**src/rtl/pattern_seq_ctrl.sv**
```systemverilog
// Pattern sequencer: steps an external pulse generator through a programmable
// table of settings, one entry at a time, for a fixed or unbounded number of passes.
module pattern_seq_ctrl #(
  parameter int DEPTH     = 4,
  parameter int PAT_WIDTH = 8,
  localparam int AW       = $clog2(DEPTH)
) (
  input  logic                 clk,
  input  logic                 rst_n,
  input  logic                 cfg_we,
  input  logic [AW-1:0]        cfg_addr,
  input  logic [7:0]           cfg_duty,
  input  logic [15:0]          cfg_dessert,
  input  logic [7:0]           cfg_pulse_num,
  input  logic [PAT_WIDTH-1:0] cfg_pat,
  input  logic                 start,
  input  logic                 stop,
  input  logic [AW:0]          seq_len,
  input  logic [7:0]           loop_num,
  input  logic                 gen_busy,
  input  logic                 gen_valid,
  output logic                 gen_en,
  output logic [7:0]           gen_duty,
  output logic [15:0]          gen_dessert,
  output logic [7:0]           gen_pulse_num,
  output logic [PAT_WIDTH-1:0] gen_pat,
  output logic                 seq_busy,
  output logic                 seq_done,
  output logic [AW-1:0]        cur_idx,
  output logic                 err
);

  typedef enum logic [2:0] {IDLE, LOAD, RUN, DRAIN, DONE} state_t;

  localparam logic [AW:0] LEN_MAX = (AW+1)'(DEPTH);
  localparam logic [AW:0] LEN_ONE = (AW+1)'(1);

  state_t               state_q, state_d;
  logic [AW-1:0]        idx_q;
  logic [AW:0]          len_q;
  logic [7:0]           loop_q;
  logic [7:0]           pass_q;
  logic                 abort_q;

  logic [7:0]           tbl_duty    [DEPTH];
  logic [15:0]          tbl_dessert [DEPTH];
  logic [7:0]           tbl_pulse   [DEPTH];
  logic [PAT_WIDTH-1:0] tbl_pat     [DEPTH];

  logic       len_ok, start_ok, last_entry, loop_hit, gen_idle, halt;
  logic [7:0] pass_inc;

  assign len_ok     = (seq_len != '0) && (seq_len <= LEN_MAX);
  assign start_ok   = start && !stop && len_ok;
  assign last_entry = ({1'b0, idx_q} == (len_q - LEN_ONE));
  assign pass_inc   = pass_q + 8'd1;
  // loop_num==0 runs forever, so the pass count is never compared then
  assign loop_hit   = (loop_q != 8'd0) && (pass_inc == loop_q);
  assign gen_idle   = !gen_busy && !gen_valid;
  assign halt       = abort_q || stop;
  assign cur_idx    = idx_q;

  always_ff @(posedge clk or negedge rst_n) begin
    if (!rst_n) state_q <= IDLE;
    else        state_q <= state_d;
  end

  always_comb begin
    state_d = state_q;
    case (state_q)
      IDLE:    if (start_ok) state_d = LOAD;
      LOAD:    state_d = stop ? DONE : RUN;
      RUN:     if (stop || gen_valid) state_d = DRAIN;
      DRAIN: begin
        if (gen_idle) begin
          if (halt)                        state_d = DONE;
          else if (last_entry && loop_hit) state_d = DONE;
          else                             state_d = LOAD;
        end
      end
      DONE:    state_d = IDLE;
      default: state_d = IDLE;
    endcase
  end

  always_comb begin
    seq_busy = (state_q != IDLE);
    seq_done = (state_q == DONE);
  end

  // Table, drive registers and run bookkeeping
  always_ff @(posedge clk or negedge rst_n) begin
    if (!rst_n) begin
      for (int i = 0; i < DEPTH; i++) begin
        tbl_duty[i]    <= '0;
        tbl_dessert[i] <= '0;
        tbl_pulse[i]   <= '0;
        tbl_pat[i]     <= '0;
      end
      gen_en        <= 1'b0;
      gen_duty      <= '0;
      gen_dessert   <= '0;
      gen_pulse_num <= '0;
      gen_pat       <= '0;
      idx_q         <= '0;
      len_q         <= '0;
      loop_q        <= '0;
      pass_q        <= '0;
      abort_q       <= 1'b0;
      err           <= 1'b0;
    end else begin
      err <= (cfg_we && seq_busy) || (state_q == IDLE && start && !stop && !len_ok);
      if (cfg_we && !seq_busy) begin
        tbl_duty[cfg_addr]    <= cfg_duty;
        tbl_dessert[cfg_addr] <= cfg_dessert;
        tbl_pulse[cfg_addr]   <= cfg_pulse_num;
        tbl_pat[cfg_addr]     <= cfg_pat;
      end
      case (state_q)
        IDLE: begin
          if (start_ok) begin
            idx_q   <= '0;
            pass_q  <= '0;
            len_q   <= seq_len;
            loop_q  <= loop_num;
            abort_q <= 1'b0;
          end
        end
        LOAD: begin
          if (!stop) begin
            gen_duty      <= tbl_duty[idx_q];
            gen_dessert   <= tbl_dessert[idx_q];
            gen_pulse_num <= tbl_pulse[idx_q];
            gen_pat       <= tbl_pat[idx_q];
            gen_en        <= 1'b1;
          end
        end
        RUN: begin
          if (stop || gen_valid) gen_en <= 1'b0;
          if (stop) abort_q <= 1'b1;
        end
        DRAIN: begin
          if (stop) abort_q <= 1'b1;
          if (gen_idle && !halt) begin
            if (!last_entry) begin
              idx_q <= idx_q + AW'(1);
            end else begin
              idx_q  <= '0;
              pass_q <= pass_inc;
            end
          end
        end
        DONE: begin
          gen_en  <= 1'b0;
          abort_q <= 1'b0;
        end
        default: gen_en <= 1'b0;
      endcase
    end
  end

endmodule

```
**config.mk**
```make
export PLATFORM = sky130hd
export DESIGN_NAME = pattern_seq_ctrl
export DESIGN_NICKNAME = d
export VERILOG_FILES = /design/src/rtl/pattern_seq_ctrl.sv
export SDC_FILE = /design/constraint.sdc
export NUM_CORES = 1
export LEC_CHECK = 0
export ABC_AREA = 0
export CORE_ASPECT_RATIO = 2
export CORE_MARGIN = 2
export CORE_UTILIZATION = 50
export DETAILED_ROUTE_END_ITERATION = 8
export MAX_ROUTING_LAYER = met4
export PLACE_DENSITY = 0.84
export SLEW_MARGIN = 30
export SYNTH_ARGS = -nofsm -noshare
export SYNTH_HDL_FRONTEND = slang
export SYNTH_SLANG_ARGS = --single-unit
export TNS_END_PERCENT = 1
```
**constraint.sdc**
```tcl
create_clock -name clk -period 2.2 [get_ports clk]
set_input_delay 0.33 -clock clk [delete_from_list [all_inputs] [get_ports clk]]
set_output_delay 0.33 -clock clk [all_outputs]
set_load 0.005 [all_outputs]
```
==> reports/results.ini <==
[routing]
drt_wl_total_mm = 22.61
drtAntennaViolNets = 0
wl_met1_mm = 8.241
dr.pass1.iters = 5
via_count = 6185
wl_met2_mm = 12.55
drc = 0
wl_per_cell_um = 21.25
first_iter_violations = 322
top_layer = met4
met3WireLength_um = 860
detail_route.vias_per_cell = 5.813

[power]
power.switching_mw = 4.700
clkPwrFrac_pct = 22.1
power_density_nw_per_um2 = 1333
total_power_mw = 16.58
internal-power_mw = 11.88
p_leak_nw = 5.233
p_seq_share_pct = 44.1
p_comb_share_pct = 33.8
switching_share_pct = 28.34
peakVddDrop_v = 0.0007282

[min_path]
hold_path_class = in -> async

[timing]
tightest_slew_ps = 678.5
finalSetupTns_ps = 0
period_minus_slack_ps = 2167
fmax_mhz = 461.5
grt_setup_unrepaired = yes
fin_ws_ps = 33.34
finalSetupViolations = 0
slew_headroom_pct = 54.77
hold-worst-slack_ps = 393.3
hold_viol_final = 0
period_share_pct = 98.48
skew_ps = 8.008
slew_violations = 0

[global_route]
grt_pass1_wl_mm = 36.93
globalRouteOverflowTotal = 0
grt_usage_pct = 22.58
grt_max_degree = 83
first_global_vias = 7040
grt_antenna_before_repair = 3

[synthesis]
synth_xor_xnor_area_share_pct = 0.8755
synthSimpleGateAreaFrac_pct = 3.777
syn_inst = 655
muxShareOfSynthArea_pct = 32.76
synth_nets = 717
synth_top_family_by_area = multiplexers
synth_compound_area_share_pct = 3.465
synth_cell_types = 49
ys_async_sr_fraction_pct = 100.0
syn_area_per_cell_um2 = 15.27
ys_seq_area_share_pct = 56.79
ys_ff_latch = 227
synth-adder-area-share_pct = 0.2502
synth_area_um2 = 10000
yosys_warnings = 0
synth_ff_type = dfrtp_1
synth_edf_count = 0

[final_layout]
final_cells = 1064
design_area_um2 = 12450
drive_above_1_share_pct = 42.68
register_area_um2 = 5685
multi_input_area_um2 = 4154
fillers = 1471
nets = 848
area_growth_pct = 24.42
final_util_pct = 63.08

[floorplanning]
initial_utilization_pct = 50.70
die_w_um = 104.0
core.rowCount = 73
fp.dieArea_um2 = 21220
core_um2 = 19730
io-pin-count = 106
die_y_um = 204.0

[clocking]
clk_latency_ps = 500
clk_path_buf_depth = 3
cts_made_buffers = 21
cts_tree = done
clkTransAtPathRegs_ps = 70
htree_levels = 1
clockRootBuffer = clkbuf_16
clock_sinks = 227

[place]
dp_hpwl_mm = 15.72
placed_cell_area_um2 = 11710
port_buffers = 105
dp.cells = 1024
gp_congestion = 0.8724
dp_slack_ps = -194.7

[run]
cap_violations = 0

[worst_setup_path]
crit_fanout = 4
startpoint = state_q[2]
end_kind = primary output
r2r-start = pass_q[0]
path_class = reg -> out
crit_arrival_ps = 1840
crit_path_start_kind = flop
crit_required_ps = 1870

[status]
status = finished, final reports clean

power by group through the flow:
stage / registers [mW] / logic, mW / clock network [mW]
floorplan: 6.95 / 3.64 / 0
global placement: 7.11 / 5.33 / 0
detailed placement: 7.35 / 5.63 / 0
CTS: 7.29 / 5.67 / 3.73
global route: 7.53 / 6.05 / 3.90
finish: 7.31 / 5.61 / 3.66
registers in the layout, indices dropped and copies added, names as in the netlist:
register	cells
state_q	3
abort_q	1
tbl_duty	32
gen_en	1
gen_dessert	16
gen_pulse_num	8
tbl_pulse	32
tbl_dessert	64
err	1
gen_pat	8
tbl_pat	32
cur_idx	2
gen_duty	8
len_q	3
pass_q	8
loop_q	8
metal layers:
| metal | vias to the layer above | global-route usage [%] |
|---|---|---|
| li1 | 2709 | - |
| met1 | 3230 | 24.43 |
| met2 | 178 | 41.07 |
| met3 | 68 | 3.029 |
| met4 | 0 | 10.09 |
| met5 | - | - |
worst max-delay path: stages, from the launching register on:
cell and delay (ps):
dfrtp_1 420, nor3_4 250, buf_4 180, inv_1 60, clkdlybuf4s50_1 440
worst paths after layout:
path	endpoint	slack [ps]	depth (start not counted)
min in group clk	loop_q[6]	450	2
max in group asynchronous	tbl_pulse[25]	1030	3
worst min-delay path	gen_dessert[9]	390	2
worst max-delay path	seq_busy	30	4
worst max register to register	state_q[0]	70	7
worst min register to register	tbl_pulse[10]	500	1
cells by family after synthesis:
family | after synthesis
muxes | 251
AOI/OAI and AO/OA | 54
DFF | 227
and+or+nand+nor | 64
adders and majority gates | 2
xor gates and xnor gates | 10
buffers and inverters | 47
cell usage in the layout (no fill, tap or decap), types with 3 or more instances in the layout:
cell type,n
inv_1,6
buf_4,29
buf_12,13
mux4_2,40
o31ai_1,5
a21oi_1,8
a21o_1,4
clkinv_2,4
clkbuf_16,21
nand4_1,5
nor3_1,3
and3_1,3
nor2_1,8
clkbuf_8,3
nand3_1,9
xor2_1,3
dfrtp_1,225
clkdlybuf4s50_1,103
nand2_1,6
a31oi_1,4
mux2_2,209
diode_2,3
nand2b_1,6
xnor2_1,7
o21ai_0,20
synth_stat cells (all sizes together) (2+ instances only):
master / count / area (µm²)
dfrtp: 227 / 5680
mux2: 211 / 2376
mux4: 40 / 900.9
buf: 29 / 141.4
o21ai: 20 / 100.1
clkbuf: 12 / 45.04
nand3: 9 / 45.04
a21oi: 8 / 40.04
nand2: 8 / 30.03
nor2: 8 / 30.03
nor3: 7 / 45.04
xnor2: 7 / 61.31
inv: 6 / 22.52
nand2b: 6 / 37.54
o31ai: 6 / 45.04
nand4: 5 / 31.28
a21o: 4 / 30.03
a31oi: 4 / 25.02
nor3b: 4 / 35.03
and3: 3 / 18.77
xor2: 3 / 26.28
and2: 2 / 12.51
ha: 2 / 25.02
nor2b: 2 / 12.51
nor4: 2 / 12.51
or3: 2 / 12.51
final cells by class:
class / instances / area share [%]
multi-input combinational: 381 / 33.38
tap: 262 / 2.634
inverter: 6 / 0.1810
clock inverter: 10 / 0.9048
antenna: 3 / 0.06032
clock buffer: 26 / 4.614
timing repair buffer: 149 / 12.55
sequential: 227 / 45.68
what timing repair did:
action	CTS	global route
hold endpoints to repair	75	0
setup buffers	0	0
pin swaps	1	0
gates resized for setup	2	6
hold buffers	1	0
endpoints found under the setup margin	4	10
Note: power is estimated with default switching activity, not from simulation.
